File: src/rtl/fft_pkg.sv
// Shared constants, FSM encoding and butterfly address arithmetic for the
// radix-2 DIT FFT stage sequencer.
package fft_pkg;

  localparam int LOG2N     = 5;
  localparam int N         = 1 << LOG2N;
  localparam int RD_LAT    = 1;
  localparam int BF_LAT    = 3;
  localparam int DLY_DEPTH = RD_LAT + BF_LAT;
  localparam int A_TAP     = BF_LAT - 1;

  typedef logic [LOG2N-1:0] addr_t;
  typedef logic [LOG2N-1:0] stage_t;
  typedef logic [LOG2N-2:0] bf_idx_t;
  typedef logic [LOG2N-2:0] tw_t;

  typedef enum logic [1:0] {
    ST_IDLE  = 2'd0,
    ST_ISSUE = 2'd1,
    ST_DRAIN = 2'd2,
    ST_DONE  = 2'd3
  } state_e;

  typedef struct packed {
    addr_t a;
    addr_t b;
    tw_t   tw;
  } bf_addr_t;

  // Operand pair and twiddle index for butterfly j of stage s.
  function automatic bf_addr_t bf_addr(input bf_idx_t j, input stage_t s);
    addr_t    jx;
    addr_t    mask;
    bf_addr_t r;
    jx   = addr_t'(j);
    mask = addr_t'((1 << s) - 1);
    r.a  = ((jx >> s) << (s + 1)) | (jx & mask);
    r.b  = r.a + addr_t'(1 << s);
    r.tw = tw_t'((jx & mask) << (LOG2N - 1 - s));
    return r;
  endfunction

endpackage

File: src/rtl/fft_stage_ctrl_if.sv
// Control/address bundle between the FFT sequencer and its host, sample RAM
// and butterfly unit. FFT_CTRL_STALL_EN adds the issue stall input.
interface fft_stage_ctrl_if;
  import fft_pkg::*;

  logic    start;
`ifdef FFT_CTRL_STALL_EN
  logic    stall;
`endif
  logic    busy;
  logic    done;
  stage_t  stage;
  logic    rd_en_b;
  addr_t   rd_addr_b;
  tw_t     twiddle_num;
  logic    rd_en_a;
  addr_t   rd_addr_a;
  logic    wr_en;
  addr_t   wr_addr_a;
  addr_t   wr_addr_b;

  modport ctrl (
`ifdef FFT_CTRL_STALL_EN
    input  stall,
`endif
    input  start,
    output busy, done, stage,
    output rd_en_b, rd_addr_b, twiddle_num,
    output rd_en_a, rd_addr_a,
    output wr_en, wr_addr_a, wr_addr_b
  );

  modport host (
`ifdef FFT_CTRL_STALL_EN
    output stall,
`endif
    output start,
    input  busy, done, stage,
    input  rd_en_b, rd_addr_b, twiddle_num,
    input  rd_en_a, rd_addr_a,
    input  wr_en, wr_addr_a, wr_addr_b
  );
endinterface

File: src/rtl/fft_bf_delay.sv
// Free-running {valid, a, b} shift line that mirrors the butterfly pipeline;
// taps give the A-operand read and the write-back, addresses zeroed when idle.
module fft_bf_delay #(
  parameter int AW    = 5,
  parameter int DEPTH = 4,
  parameter int A_TAP = 2
) (
  input  logic          clk,
  input  logic          rst,
  input  logic          in_valid_i,
  input  logic [AW-1:0] in_a_i,
  input  logic [AW-1:0] in_b_i,
  output logic          rd_valid_o,
  output logic [AW-1:0] rd_a_o,
  output logic          wr_valid_o,
  output logic [AW-1:0] wr_a_o,
  output logic [AW-1:0] wr_b_o,
  output logic          pending_o
);

  logic [DEPTH:1] valid_q;
  logic [AW-1:0]  a_q [1:DEPTH];
  logic [AW-1:0]  b_q [1:DEPTH];

  for (genvar gi = 1; gi <= DEPTH; gi++) begin : g_stage
    if (gi == 1) begin : g_head
      always_ff @(posedge clk) begin
        if (rst) begin
          valid_q[gi] <= 1'b0;
          a_q[gi]     <= '0;
          b_q[gi]     <= '0;
        end else begin
          valid_q[gi] <= in_valid_i;
          a_q[gi]     <= in_a_i;
          b_q[gi]     <= in_b_i;
        end
      end
    end else begin : g_tail
      always_ff @(posedge clk) begin
        if (rst) begin
          valid_q[gi] <= 1'b0;
          a_q[gi]     <= '0;
          b_q[gi]     <= '0;
        end else begin
          valid_q[gi] <= valid_q[gi-1];
          a_q[gi]     <= a_q[gi-1];
          b_q[gi]     <= b_q[gi-1];
        end
      end
    end
  end

  assign rd_valid_o = valid_q[A_TAP];
  assign rd_a_o     = valid_q[A_TAP] ? a_q[A_TAP] : '0;
  assign wr_valid_o = valid_q[DEPTH];
  assign wr_a_o     = valid_q[DEPTH] ? a_q[DEPTH] : '0;
  assign wr_b_o     = valid_q[DEPTH] ? b_q[DEPTH] : '0;

  // The last slot is retiring this cycle, so it does not hold the line busy.
  assign pending_o  = in_valid_i | (|valid_q[DEPTH-1:1]);

endmodule

File: src/rtl/fft_stage_ctrl.sv
// In-place radix-2 DIT FFT stage/butterfly sequencer.
// Optional FFT_CTRL_STALL_EN adds a stall input that pauses issue in ISSUE.
module fft_stage_ctrl
  import fft_pkg::*;
(
  input  logic           clk,
  input  logic           rst,
  fft_stage_ctrl_if.ctrl bus
);

  state_e   state_q, state_d;
  bf_idx_t  j_q, j_d;
  stage_t   s_q, s_d;
  logic     stall_w;
  logic     issue_w;
  logic     pending_w;
  bf_addr_t bf_w;

`ifdef FFT_CTRL_STALL_EN
  assign stall_w = bus.stall;
`else
  assign stall_w = 1'b0;
`endif

  assign issue_w = (state_q == ST_ISSUE) && !stall_w;
  assign bf_w    = bf_addr(j_q, s_q);

  always_ff @(posedge clk) begin
    if (rst) begin
      state_q <= ST_IDLE;
      j_q     <= '0;
      s_q     <= '0;
    end else begin
      state_q <= state_d;
      j_q     <= j_d;
      s_q     <= s_d;
    end
  end

  always_comb begin
    state_d = state_q;
    j_d     = j_q;
    s_d     = s_q;
    unique case (state_q)
      ST_IDLE: begin
        if (bus.start) begin
          state_d = ST_ISSUE;
          j_d     = '0;
          s_d     = '0;
        end
      end
      ST_ISSUE: begin
        if (issue_w) begin
          if (j_q == bf_idx_t'(N/2 - 1)) begin
            state_d = ST_DRAIN;
            j_d     = '0;
          end else begin
            j_d = j_q + 1'b1;
          end
        end
      end
      ST_DRAIN: begin
        if (!pending_w) begin
          if (s_q == stage_t'(LOG2N - 1)) begin
            state_d = ST_DONE;
          end else begin
            state_d = ST_ISSUE;
            s_d     = s_q + 1'b1;
          end
        end
      end
      ST_DONE: state_d = ST_IDLE;
      default: state_d = ST_IDLE;
    endcase
  end

  always_comb begin
    bus.busy        = (state_q == ST_ISSUE) || (state_q == ST_DRAIN);
    bus.done        = (state_q == ST_DONE);
    bus.stage       = s_q;
    bus.rd_en_b     = issue_w;
    bus.rd_addr_b   = issue_w ? bf_w.b  : '0;
    bus.twiddle_num = issue_w ? bf_w.tw : '0;
  end

  fft_bf_delay #(
    .AW    (LOG2N),
    .DEPTH (DLY_DEPTH),
    .A_TAP (A_TAP)
  ) u_delay (
    .clk        (clk),
    .rst        (rst),
    .in_valid_i (issue_w),
    .in_a_i     (bf_w.a),
    .in_b_i     (bf_w.b),
    .rd_valid_o (bus.rd_en_a),
    .rd_a_o     (bus.rd_addr_a),
    .wr_valid_o (bus.wr_en),
    .wr_a_o     (bus.wr_addr_a),
    .wr_b_o     (bus.wr_addr_b),
    .pending_o  (pending_w)
  );

endmodule

File: src/flat_wrapper.sv
// flat-port wrapper written by rule: the top's interface ports become plain ports
module fft_stage_ctrl_flat import fft_pkg::*;
  (clk, rst, bus_start, bus_busy, bus_done, bus_stage, bus_rd_en_b, bus_rd_addr_b, bus_twiddle_num, bus_rd_en_a, bus_rd_addr_a, bus_wr_en, bus_wr_addr_a, bus_wr_addr_b);
  fft_stage_ctrl_if bus_i ();
  input  logic clk;
  input  logic rst;
  input wire logic [$bits(bus_i.start)-1:0] bus_start;
  output wire logic [$bits(bus_i.busy)-1:0] bus_busy;
  output wire logic [$bits(bus_i.done)-1:0] bus_done;
  output wire logic [$bits(bus_i.stage)-1:0] bus_stage;
  output wire logic [$bits(bus_i.rd_en_b)-1:0] bus_rd_en_b;
  output wire logic [$bits(bus_i.rd_addr_b)-1:0] bus_rd_addr_b;
  output wire logic [$bits(bus_i.twiddle_num)-1:0] bus_twiddle_num;
  output wire logic [$bits(bus_i.rd_en_a)-1:0] bus_rd_en_a;
  output wire logic [$bits(bus_i.rd_addr_a)-1:0] bus_rd_addr_a;
  output wire logic [$bits(bus_i.wr_en)-1:0] bus_wr_en;
  output wire logic [$bits(bus_i.wr_addr_a)-1:0] bus_wr_addr_a;
  output wire logic [$bits(bus_i.wr_addr_b)-1:0] bus_wr_addr_b;
  assign bus_i.start = bus_start;
  assign bus_busy = bus_i.busy;
  assign bus_done = bus_i.done;
  assign bus_stage = bus_i.stage;
  assign bus_rd_en_b = bus_i.rd_en_b;
  assign bus_rd_addr_b = bus_i.rd_addr_b;
  assign bus_twiddle_num = bus_i.twiddle_num;
  assign bus_rd_en_a = bus_i.rd_en_a;
  assign bus_rd_addr_a = bus_i.rd_addr_a;
  assign bus_wr_en = bus_i.wr_en;
  assign bus_wr_addr_a = bus_i.wr_addr_a;
  assign bus_wr_addr_b = bus_i.wr_addr_b;
  fft_stage_ctrl u_core (.clk(clk), .rst(rst), .bus(bus_i));
endmodule
File: config.mk
export PLATFORM = sky130hd
export DESIGN_NAME = fft_stage_ctrl_flat
export DESIGN_NICKNAME = d
export VERILOG_FILES = /design/src/rtl/fft_pkg.sv /design/src/rtl/fft_stage_ctrl_if.sv /design/src/rtl/fft_bf_delay.sv /design/src/rtl/fft_stage_ctrl.sv /design/src/flat_wrapper.sv
export SDC_FILE = /design/constraint.sdc
export NUM_CORES = 1
export LEC_CHECK = 0
export ABC_AREA = 1
export CORE_ASPECT_RATIO = 0.6
export CORE_MARGIN = 5
export CORE_UTILIZATION = 54
export DETAILED_ROUTE_END_ITERATION = 10
export PLACE_DENSITY_LB_ADDON = 0.3
export SETUP_SLACK_MARGIN = 0.5
export SLEW_MARGIN = 20
export SYNTH_ARGS = -nofsm -noshare
export SYNTH_HDL_FRONTEND = slang
export SYNTH_SLANG_ARGS = --single-unit
File: constraint.sdc
create_clock -name clk -period 3.95 [get_ports clk]
set_input_delay 0.9875 -clock clk [delete_from_list [all_inputs] [get_ports clk]]
set_output_delay 0.9875 -clock clk [all_outputs]
set_load 0.05 [all_outputs]
After elaboration in Yosys (flattened, before gate mapping) --
Memory sizes are Yosys's and may differ from the RTL's. Index checks and enable logic that the tools add are counted.
Cells by class: multiplexer cells 28, eq/ne operators 9, shift operators 4, add/subtract/negate cells 6, bitwise gates (word level) 11, reductions and logical operators 8
Operator list (number):
- $mux W5 | 15
- $shl A5 B32 Y4 | 1
- $shl A5 B32 Y5 | 1
- $mux W4 | 3
- $pmux W5 S2 | 1
- $or A1 B1 Y1 | 9
- $mux W2 | 4
- $ne A2 B2 Y1 const B | 4
- $pmux W2 S4 | 1
- $pmux W4 S2 | 1
- $add A5 B1 Y6 const B | 1
- $sub A3 B5 Y6 const A | 1
- $add A5 B1 Y5 const B | 1
- $add A5 B5 Y5 | 1
- $and A4 B5 Y5 | 1
- $eq A5 B3 Y1 const B | 1
- $or A5 B5 Y5 | 1
- $shl A1 B5 Y5 const A | 1
- $shr A4 B5 Y5 | 1
- $sub A5 B2 Y5 const B | 1
- $add A4 B1 Y4 const B | 1
- $eq A2 B2 Y1 const B | 2
- $eq A4 B4 Y1 const B | 1
- $reduce_and A4 Y1 | 1
- 8 further kinds | 11
Storage, ports and cells: memories 2, flip-flop bits (word level) 15, RAM bits 40
Memory list:
- u_core.u_delay.a_q | depth 4, bits a word 5, rd ports 4, clocked after Yosys merged registers in 0, wr ports 4, RTL line fft_bf_delay.sv:22 | logic [AW-1:0] a_q [1:DEPTH];
- u_core.u_delay.b_q | depth 4, bits a word 5, rd ports 4, clocked after Yosys merged registers in 0, wr ports 4, RTL line fft_bf_delay.sv:23 | logic [AW-1:0] b_q [1:DEPTH];

Logic depth before layout (Yosys ltp) --
Gate-level depths: netlist of the first run.
depth in word-level cells 6, gate-level depth with buffers 18

Cells and area by module --
From an unflattened synthesis of the first run, not the netlist that was laid out.
Unflattened totals: cells, all modules 376, area, all modules 2672.6 µm²
Modules (own cells, without submodules):
- fft_bf_delay | cells each 171, sequential area each 880.8 µm², area an instance 1396.3 µm², times used 1
- fft_stage_ctrl | cells each 205, sequential area each 220.2 µm², area an instance 1276.2 µm², times used 1

Worst setup path after synthesis of the first run --
No wires, ideal clock.
path kind flip-flop to output port, start point register u_core.s_q[0] (netlist: u_core.bus.stage[0]), end point output port bus_rd_addr_b[4], arrival time 3.596 ns, required time 2.963 ns, slack -0.634 ns, cell stages (with the launch flop) 15, buffers on the path 2, path through dfxtp_1 -> buf_4 -> buf_2 -> nand2_1 -> ha_1 -> or2_2 -> nand2_1 -> inv_2 -> fa_1 -> o21ai_0 -> xor2_1 -> inv_1 -> nand3_1 -> nand2_1 -> nor2_1
RTL lines:
- start, declared | RTL line fft_stage_ctrl.sv:13 | stage_t s_q, s_d;
- start signal, assigned | RTL line fft_stage_ctrl.sv:32 | s_q <= '0;
- start signal, assigned | RTL line fft_stage_ctrl.sv:36 | s_q <= s_d;
- end, declared | RTL line flat_wrapper.sv:12 | output wire logic [$bits(bus_i.rd_addr_b)-1:0] bus_rd_addr_b;

==> results of run 1 <==
## per-stage QoR
stage / utilization / setup WS [ps] / instance area, um2 / hold slack (ps) / power (mW)
floorplan: - / 138 / 2720 / 388 / 1.49
CTS: 0.779 / 1.22 / 3610 / 393 / 2.37
detailed placement: 0.696 / 117 / 3230 / 394 / 1.81
global placement: 0.696 / 173 / 3230 / 389 / 1.80
finish: 0.799 / -56.1 / 3700 / 396 / 2.45
global route: 0.799 / -238 / 3700 / 416 / 2.60
## worst paths after layout
check | start | end | slack, ps | cells past startpoint
setup / recovery | u_core.bus.stage[3] | bus_rd_addr_b[4] | -60 | 16
hold / removal | u_core.u_delay.b_q[0][18] | u_core.u_delay.b_q[0][23] | 400 | 2
setup reg to reg | u_core.bus.stage[3] | u_core.u_delay.b_q[0][9] | 1220 | 16
hold reg to reg | u_core.u_delay.b_q[0][18] | u_core.u_delay.b_q[0][23] | 400 | 2
## worst max-delay path, delay by kind of cell, from the launching register on
family	cells	cell delay, ps
flops	1	380
compound gates	1	150
buf+inv	3	270
xor+xnor	1	210
simple gates	9	1070
fa+ha+maj	2	620
## flip-flops by register name, summed over array words and instances, names as in the netlist
name                       count
u_core.u_delay.a_q            20
u_core.u_delay.rd_valid_o      1
u_core.u_delay.wr_valid_o      1
u_core.u_delay.valid_q         2
u_core.state_q                 2
u_core.j_q                     4
u_core.bus.stage               5
u_core.u_delay.b_q            20
## final cells by class
type	instances	share of cell area
Timing Repair Buffer	76	0.191
Clock buffer	5	0.0186
Sequential cell	55	0.302
Clock inverter	3	0.0122
Tap cell	63	0.0213
Inverter	83	0.0848
Multi-Input combinational cell	212	0.370
## repair_timing
| item | 4_1_cts | 5_1_grt |
|---|---|---|
| resized for setup | 29 | 17 |
| pin swaps | 16 | 8 |
| endpoints found under the setup margin | 8 | 8 |
| buffers inserted | 22 | 5 |
## power breakdown
| part | leakage [nW] | switching [mW] | internal [mW] |
|---|---|---|---|
| clock | 0.0591 | 0.184 | 0.192 |
| combinational | 1.20 | 0.832 | 0.530 |
| sequential | 0.450 | 0.0654 | 0.651 |
| total | 1.71 | 1.08 | 1.37 |
## placed cells by master (no fill, tap or decap), types with 5 or more instances in the layout
master           synthesis  layout
nand2_2                  6       9
o21ai_0                 10       8
ha_1                    12       8
nand3_4                  0       5
a21oi_1                 17      16
inv_1                   78      76
nand2_1                 54      49
dfxtp_1                 55      50
inv_2                    5       6
dfxtp_4                  0       5
clkdlybuf4s50_1          0      27
buf_4                    2      37
nor2_4                   1       8
nor2_1                  58      50
nand3_1                 16      11
clkbuf_8                 1       5
nor3_1                   5       5
buf_6                    0       5
nand3_2                  5       5
## cells by family after synthesis
family,after synthesis,share of synthesized area
adder cells (fa/ha/maj),13,0.0648
XOR/XNOR,7,0.0305
AND/OR/NAND/NOR,153,0.259
buffers and inverters,93,0.141
AO/OA/AOI/OAI,39,0.0857
flip-flops,55,0.419
## routing by layer
metal	part of all wire	vias to the layer above
li1	-	1233
met1	0.46	1129
met2	0.41	103
met3	0.11	15
met4	0.020	0
met5	0	-
==> metrics, run 1 <==
status=complete, but fails checks; failing checks=setup timing; Wirelength per Cell=14.0 um; antenna violations before repair=0; placed cell count=approximately 460; final hold vios=0; Synth async-reset ratio=0; Fin Setup TNS=-63.2 ps; EDFF count, synth=0; Crit Path Class=flop to output port; Worst Path Required=between 2000 and 3000 ps; Cells after Synth=360; final period utilization=1.01; die area=0.00641 mm2; synthesis-to-finish area growth=41.0%; core area=about 0.0046 mm2; Power Density=663 mW/mm2; hold_buf cts=0; clock sinks=between 50 and 60; area of the mapped netlist=0.00263 mm2; Worst Clk Skew=8.33 ps; fin crit period=4010 ps; clock buffer depth=2; Arr. time, crit path=3020 ps; area occupied by multi-input gates=0.00137 mm2; vias in the first global route=2347; maximum VDD drop=between 400 and 500 uV; busiest grt layer=met2; worst stage delay on the critical path=390 ps; CTS tree=built; vias post-DR=2480; H-tree levels=2; first-pass GRT wire length=11400 um; initial core utilization=0.567; RSZ-0062 raised after global routing=true; total area of sequential cells=about 0.0011 mm2; DRT iter0 DRCs=199; Clk Latency, worst-skew pair=300 ps; Synth area leaders=dfxtp_1 (42%), inv_1 (11%), nor2_1 (8.3%); largest net degree at the start of global routing=23; Setup crit start kind=flop; met1 usage=0.318; predominant post-synthesis flop cell=dfxtp_1; Slew HR=0.657; gr ovfl total=0; drc violations=0; IO Pins=37; Routed Antenna Nets=0; Layout Cells excl Fill=497; Crit-path slowest cell=fa_2; Crit path top cell by count=nor2_4; YS warnings=0; row cnt=19; root buf cell=clkbuf_8; Max-Cap Viols=0; share of cells above drive strength 1=0.272; DR pass1 iterations=5; setup ws final=-56.1 ps; Crit Path Max Fanout=5; crit-path cells=nor2_4, nand2_4, nor2_4, nand2_2, ha_4, or2_4, nand2_4, inv_2, fa_2, o21ai_2, xor2_1, inv_1, nand3_2, nand2_2, nor2_4, buf_12; met3 Use GR=0.0707; Setup crit end kind=output port; sequential share of the synthesized area=0.419; Yosys top cell by area=dfxtp_1; vias per inst=4.99; Hold Path Class=flop to flop; list of most frequent post-synthesis cells=inv_1 (78), nor2_1 (58), dfxtp_1 (55); # diodes=0; Seq cells post-synth=55; final WL=6950 um; routability cong.=a little under 0.9; Die X-Extent=100 um; fin. max-slew vios=0; syn_area_per_cell=7.30 um2; Num CTS Buffers=5; count leader, synth=inv_1; highest clock rate=250 MHz; GR Util met2=0.338; P_leak=1.71 nW; dpl hpwl=4790 um; port bufs=36; Setup violations, final=2; distinct cell type count after synthesis=35; Net Count, Synth=376; NumNets Final=449; die height=64.0 um; fillcell total=318; Synth top area share=0.419; Worst-Margin Slew=513 ps; Reg clk slew, reported paths=~100 ps; GRT Total Usage=0.226
No activity file was read; power rests on OpenSTA's default activity.
==> inputs of run 2 (changes only) <==
RECOVER_POWER = 25   (was not set)
==> metrics, run 2 (synthesized netlist as in run 1, its figures left out) <==
status=complete, but fails checks; failing checks=setup timing; hold_buf cts=0 (unchanged); core area=0.00464 mm2 (unchanged); IO Pins=37 (unchanged); DRT iter0 DRCs=189 (-5.0%); die area=0.00641 mm2 (unchanged); Slew HR=0.390 (-0.267); Worst Path Required=2960 ps (about the same); die height=64.0 um (unchanged); worst flop-to-flop path startpoint=u_core.bus.stage[3]; CTS tree=built; Reg clk slew, reported paths=100 ps (about the same); Die X-Extent=100 um (unchanged); vias in the first global route=2347 (unchanged); Setup violations, final=2 (unchanged); port bufs=36 (unchanged); initial core utilization=0.567 (unchanged); final hold vios=0 (unchanged); Crit-path slowest cell=dfxtp_4; DP Worst Slack=117 ps (unchanged); max layer used=met4; drc violations=0 (unchanged); row cnt=19 (unchanged); most frequent cells in the layout=inv_1 (76), nor2_1 (50), dfxtp_1 (50); Crit Path Max Fanout=5 (unchanged); Clk Latency, worst-skew pair=300 ps (about the same); Worst-Margin Slew=915 ps (+402 ps); combinational power share=0.553 (-0.002); most common cell after layout, fill and taps aside=inv_1; final WL=6940 um (-0.23%); # diodes=0 (unchanged); Crit Path Class=flop to output port; Psw=1.08 mW (-0.35%); dpl hpwl=4790 um (unchanged); Wirelength per Cell=14.0 um (-0.23%); crit-path cells=nor2_4, buf_6, nand3_4, nand3_4, nand3_4, nor2_4, nand2_2, o21ai_2, ha_2, inv_2, fa_2, o21ai_2, xor2_1, inv_1, nand3_2, nand2_2, nor2_4, buf_12; Setup crit end kind=output port; Num CTS Buffers=5 (unchanged); share of cells above drive strength 1=0.267 (-0.00461); routed wl met3=784 um (+2.9%); maximum VDD drop=473 uV (-0.71%); Worst Clk Skew=8.00 ps (-0.336 ps); Routed Antenna Nets=0 (unchanged); fin crit period=4020 ps (+10.8 ps); largest net degree at the start of global routing=23 (unchanged); Hold Path Class=flop to flop; GRT Total Usage=0.226 (unchanged); Arr. time, crit path=3030 ps (about the same); synthesis-to-finish area growth=40.7%; placed cell count=462 (unchanged); setup ws final=-66.9 ps (-10.8 ps); Clk pwr share=0.154 (about the same); antenna violations before repair=0 (unchanged); final period utilization=1.02 (+0.00273); Hold Startpoint=u_core.u_delay.b_q[0][18]; wl on met1=3140 um (-2.2%); Layout Cells excl Fill=497 (unchanged); gr ovfl total=0 (unchanged); WL met2=2930 um (+2.9%); worst stage delay on the critical path=380 ps (about the same); Max-Cap Viols=0 (unchanged); highest clock rate=249 MHz (-0.27%); P_leak=1.70 nW (-0.41%); R2R Setup Slk=1210 ps (about the same); Setup crit start kind=flop; fillcell total=320 (+0.63%); routability cong.=0.895 (unchanged); NumNets Final=449 (unchanged); clock sinks=55 (unchanged); DR pass1 iterations=4 (-1); sequential share of power=0.292 (about the same); first-pass GRT wire length=11400 um (unchanged); worst setup path start=u_core.bus.stage[3]; vias per inst=4.92 (-1.5%); Power Density=663 mW/mm2 (about the same); internal power=1.37 mW (about the same); clock buffer depth=2 (unchanged); root buf cell=clkbuf_8; Net Sw Frac=0.440 (-0.000668); H-tree levels=2 (unchanged); vias post-DR=2444 (-1.5%); RSZ-0062 raised after global routing=true; Final Util=0.797 (-0.00162); fin. max-slew vios=0 (unchanged)
## run 2: cell types whose count changed in the layout (fill, tap and decap cells not counted), sizes merged
cell	before	now
buf	46	44
clkbuf	7	9
clkdlybuf4s50	27	26
dlygate4sd3	0	1
## run 2: layout make-up
cell class / count / area (um2) / area share
multi-input cells: 212 / 1370 / 0.371
clock inverters: 3 / 45.0 / 0.0122
inverters: 83 / 314 / 0.0850
well taps: 63 / 78.8 / 0.0213
clock buffers: 5 / 68.8 / 0.0186
flip-flops and latches: 55 / 1120 / 0.303
repair buffers: 76 / 698 / 0.189
## run 2: layer usage
layer | vias up | global-route usage
met5 | - | 0
li1 | 1232 | -
met1 | 1103 | 0.318
met3 | 8 | 0.0707
met2 | 101 | 0.338
met4 | 0 | 0.0588
## run 2: per-stage QoR
step	hold slack, ps	TNS, ps	cell area [um2]	power, mW
floorplan	388	0	2720	1.49
global placement	389	0	3230	1.80
detailed placement	394	0	3230	1.81
CTS	393	0	3610	2.37
global route	416	-379	3700	2.60
finish	396	-80.9	3700	2.45
## run 2: path summary, 6_finish.rpt
check | to | depth (start not counted)
max | bus_rd_addr_b[4] | 18
min | u_core.u_delay.b_q[0][23] | 2
max reg2reg | u_core.u_delay.b_q[0][9] | 18
min reg2reg | u_core.u_delay.b_q[0][23] | 2
## run 2: what timing repair did
action,in CTS,in global routing
buffers inserted,22,5
endpoints found under the setup margin,8,8
resized for setup,29,17
gates cloned,0,0
pin swaps,16,8
## run 2: worst max-delay path: cells and delay by family (launching register included)
family / cells / cell delay (ps)
flops: 1 / 380
compound gates: 2 / 300
xor+xnor: 1 / 210
buf+inv: 4 / 390
simple gates: 9 / 860
fa+ha+maj: 2 / 570
## run 2: power groups by stage
stage | Clock, mW | Combinational, mW | Sequential, mW
floorplan | 0 | 0.746 | 0.748
global placement | 0 | 1.08 | 0.723
detailed placement | 0 | 1.09 | 0.727
CTS | 0.384 | 1.27 | 0.712
global route | 0.412 | 1.46 | 0.726
finish | 0.378 | 1.36 | 0.716
==> inputs of run 3 (changes only) <==
SLEW_MARGIN = not set   (was 20)
==> results of run 3 <==
The final DEF is identical to that of run 2; final timing and power are the same.
==> variant 1, RTL diff (settings of run 3) <==
Set the package constant `LOG2N` to 3 (it was 5).
--- a/src/rtl/fft_pkg.sv
+++ b/src/rtl/fft_pkg.sv
@@ -2,7 +2,7 @@
 // radix-2 DIT FFT stage sequencer.
 package fft_pkg;
 
-  localparam int LOG2N     = 5;
+  localparam int LOG2N     = 3;
   localparam int N         = 1 << LOG2N;
   localparam int RD_LAT    = 1;
   localparam int BF_LAT    = 3;
Ports: changed (6 resized); port bits go from 37 to 25. No check against the original RTL was run, so the function may have changed too.
==> variant 1 against run 3 <==
Wire length down 52%. Sequential share of layout area up 3.2 points. Final area down 43%. Synthesized area down 39%. Total power down 32%. Non-clock buffer count down 45. Clock skew down 2.1 ps. Synthesized cell count down 34%. Setup slack better by 580 ps. Sequential cell count down 20. Clock power down 32%. Critical endpoint is now bus_rd_addr_b[2]. Largest cell class unchanged.
==> variant 1: results (changes against run 3) <==
* Comb_multi_in at 136 (-36%)
* Hold Path Origin: u_core.u_delay.b_q[0][11]$_SDFF_PP0_
* Gr usage total at 17.4% (-5.2 points)
* Starting DRT DRC Count at 86 (-54%)
* Largest cells by area after synthesis: dfxtp_1 43%, inv_1 14%, nand2_1 12%, nor2_1 11%, ha_1 7.8%
* Fillcell total at 239 (-25%)
* Outcome: complete, no violations
* Area occupied by registers at 709 um^2 (-37%)
* Clock buf/inv share at 4.13% (+1.0 points)
* Critical Path AT at 2450 ps (-580 ps)
* Non-clock buffer share at 14.1% (-4.8 points)
* Worst skew pair latency at 280 ps (-20 ps)
* Non-clock inverter count in the final layout at 61 (-27%)
* IO buf count at 24 (-33%)
* Setup bufs post-CTS at 2 (-91%)
* Distinct cells, synth at 20 (-43%)
* Post-CTS Resized at 14 (-52%)
* CTS clk-pin slew, worst paths at 60 ps (-40 ps)
* Bufs w/o clock at 31 (-59%)
* Comb power frac at 55.4% (about the same)
* Hold_ws at 400 ps (+3.84 ps)
* Reg2reg start: u_core.bus.stage[1]$_SDFFE_PP0P_
* Pin count of the biggest net entering global routing at 32 (+39%)
* Post-synthesis sequential area ratio at 43.5% (+1.6 points)
* R2r endpoint: u_core.u_delay.b_q[0][5]$_SDFF_PP0_
* Top post-synthesis cells by count: 58 x inv_1, 52 x nand2_1, 47 x nor2_1
* Leakage at 1.05 nW (-38%)
* Slew @ Worst Pin at 1260 ps (+347 ps)
* Core area at 2870 um^2 (-38%)
* # nets final at 284 (-37%)
* First-pass GRT wire length at 5.56 mm (-51%)
## variant 1: cell count changes in the layout (fill, tap and decap cells not counted), sizes merged, moves of 3 or more
cell,before,now
dfxtp,55,35
nand4,2,6
nor2,62,48
nor3,5,1
a211oi,3,0
nand2,60,53
xor2,6,0
a21oi,17,5
buf,44,8
clkdlybuf4s50,26,20
inv,85,60
o21ai,13,2
nand3,21,8
## variant 1: logic make-up (layout without fill, tap and decap cells)
group                      count (synthesis)  after routing  share of synthesized area (%)
buffers and inverters                     65             99                           15.2
DFF                                       35             35                           43.5
AOI/OAI and AO/OA                          8              8                           2.64
and+or+nand+nor                          117            117                           29.7
adders and majority gates                 11             11                           9.01
## variant 1: worst max-delay path by stage
stage,start,to,depth (start not counted)
after floorplan,u_core.bus.stage[1]$_SDFFE_PP0P_,bus_rd_addr_b[2],15
after global placement,u_core.bus.stage[0]$_SDFFE_PP0P_,bus_rd_addr_b[2],16
after detailed placement,u_core.bus.stage[0]$_SDFFE_PP0P_,bus_rd_addr_b[2],16
after CTS,u_core.bus.stage[0]$_SDFFE_PP0P_,bus_rd_addr_b[2],16
after global routing,u_core.bus.stage[0]$_SDFFE_PP0P_,bus_rd_addr_b[2],16
final,u_core.bus.stage[1]$_SDFFE_PP0P_,bus_rd_addr_b[2],17
## variant 1: worst max-delay path, delay by kind of cell, from the launching register on
| kind | cells | cell delay, ps |
|---|---|---|
| AND/OR/NAND/NOR | 10 | 860 |
| adder cells (fa/ha/maj) | 2 | 530 |
| flip-flops | 1 | 400 |
| buffers and inverters | 5 | 400 |
## variant 1: per-layer routing
layer / vias up / GRT usage, % / part of all wire, %
met2: 53 / 24.6 / 40
met5: - / 0 / 0
li1: 745 / - / -
met4: 0 / 5.06 / 0.99
met1: 631 / 24.6 / 52
met3: 6 / 6.01 / 7.5
==> variant 2, RTL diff (flow settings as in run 3) <==
Made on the original files. Encoding of `state_e`: now one-hot (4 bits for 4 states).
--- a/src/rtl/fft_pkg.sv
+++ b/src/rtl/fft_pkg.sv
@@ -14,11 +14,11 @@
   typedef logic [LOG2N-2:0] bf_idx_t;
   typedef logic [LOG2N-2:0] tw_t;
 
-  typedef enum logic [1:0] {
-    ST_IDLE  = 2'd0,
-    ST_ISSUE = 2'd1,
-    ST_DRAIN = 2'd2,
-    ST_DONE  = 2'd3
+  typedef enum logic [3:0] {
+    ST_IDLE  = 4'b0001,
+    ST_ISSUE = 4'b0010,
+    ST_DRAIN = 4'b0100,
+    ST_DONE  = 4'b1000
   } state_e;
 
   typedef struct packed {
Check against the original RTL: same outputs for any inputs over 10 cycles, from zero or initial values and one cycle with rst high; not proved beyond that.
==> variant 2 against run 3 <==
The run ends with max-capacitance violations, max-slew violations, negative setup slack left. First-iteration DRC count grew to 2.5 times the old value. Wire length is 39% higher. Sequential cell count increased by 2. Setup slack worse by 190 ps. Critical path type unchanged. Non-clock buffer count is 5 higher. Global-route usage is 4.4 points higher. Final area is 6.9% higher. Register-to-register slack worse by 240 ps. Synthesized area rose by 1.7%. Clock skew is 0.85 ps higher.
Power is not compared: it rests on default switching activity, and its combinational part moved more than twofold at a synthesized area within 25%.
==> variant 2: results (changes against run 3) <==
* Grt met2 use at 42.0% (+8.2 points)
* Cell Area, Placed at 3260 um^2 (+1.0%)
* Vias per std cell at 5.70 (+16%)
* Distinct cells, synth at 36 (+2.9%)
* CTS clk-pin slew, worst paths at 80 ps (-20 ps)
* # nets final at 462 (+2.9%)
* Reg2reg start: u_core.bus.stage[1]$_SDFFE_PP0P_
* Worst Hold End: u_core.u_delay.b_q[0][24]$_SDFF_PP0_
* Gr usage total at 27.0% (+4.4 points)
* Pin count of the biggest net entering global routing at 50 (+120%)
* Final Cell Area at 3950 um^2 (+6.9%)
* Vias in the first global route at 2786 (+19%)
* WL met2 at 4.10 mm (+40%)
* Top post-synthesis cells by count: 78 x inv_1, 57 x dfxtp_1, 57 x nand2_1, 57 x nor2_1, 20 x a21oi_1
* Area occupied by registers at 1160 um^2 (+3.5%)
* First-pass GRT wire length at 13.6 mm (+20%)
* Global placement routability congestion at 0.951 (+6.3%)
* Max-Cap Viols at 1 (+1)
* TritonCTS buffer count at 9 (+4)
* Syn_nets at 382 (+1.6%)
* Fillcell total at 269 (-16%)
* Crit-path max cell delay at 420 ps (+40 ps)
* Setup-failing EPs final at 2 (unchanged)
* Critical path startpoint: u_core.bus.stage[1]$_SDFFE_PP0P_
* Outcome: finished with violations
* Final Worst Setup Slack at -257 ps (-190 ps)
* Worst skew pair latency at 340 ps (+40 ps)
* Dpl hpwl at 4.72 mm (-1.3%)
* Placed insts at 465 (+0.65%)
* WL met1 at 3.70 mm (+18%)
* Starting DRT DRC Count at 478 (+150%)
* Pins over their slew limit at 50 (+50)
* Bufs w/o clock at 81 (+6.6%)
* Non-clock inverter count in the final layout at 85 (+2.4%)
* Failing checks: max-capacitance violations, max-slew violations, negative setup slack
* Reg-to-reg slack, setup at 970 ps (-240 ps)
* Drt pass-1 iters at 7 (+3)
* Routed len/inst at 18.7 um (+34%)
* Final setup TNS at -437 ps (-356 ps)
* Antenna Cells at 0 (unchanged)
* Hold_ws at 402 ps (+5.11 ps)
* FFs & Latches at 57 (+3.6%)
* Share of cells above drive strength 1 at 30.3% (+3.6 points)
* Comb_multi_in at 216 (+1.9%)
* Met1 usage at 33.9% (+2.1 points)
* R2R cell count at 15 (-3)
* WL met3 at 1.25 mm (+60%)
* Post-synthesis sequential area ratio at 42.7% (+0.81 points)
* Critical Path AT at 3220 ps (+190 ps)
* Count of non-filler cells in the finished layout at 518 (+4.2%)
* Hold Path Origin: u_core.u_delay.b_q[0][19]$_SDFF_PP0_
* Clock buf/inv share at 6.30% (+3.2 points)
* Worst slack, placed at 126 ps (+8.64 ps)
* Critical path's top delay family: adder cells
* Slew @ Worst Pin at 2260 ps (+1350 ps)
* Post-Syn Instances at 370 (+2.8%)
* Multi-input combinational cell area at 1410 um^2 (+2.8%)
* Non-clock buffer share at 18.5% (-0.40 points)
* H-tree Lvls at 3 (+1)
## variant 2: cell count changes after synthesis, moves of 4 or more
cell      change
clkbuf_1      +4
ha_1          -4
nand2_2       -4
nand4_1       +5
## variant 2: timing repair
action                     CTS  global route
gates cloned                 0             0
pin swaps                   18             9
setup endpoints to repair    7             8
gates resized for setup     29            18
buffers inserted            35             2
## variant 2: cell families after synthesis
kind of cell / after synthesis / share of synthesized area [%]
adders and majority gates: 9 / 4.50
DFF: 57 / 42.7
buffers and inverters: 97 / 14.5
and+or+nand+nor: 159 / 27.1
AOI/OAI and AO/OA: 42 / 9.23
xor gates and xnor gates: 6 / 1.97
## variant 2: power by group through the flow
stage	Clock [mW]	Combinational (mW)	Sequential [mW]
floorplan	0	0.233	0.659
global route	0.733	0.525	0.641
CTS	0.687	0.421	0.632
detailed placement	0	0.315	0.648
global placement	0	0.312	0.647
finish	0.696	0.508	0.638
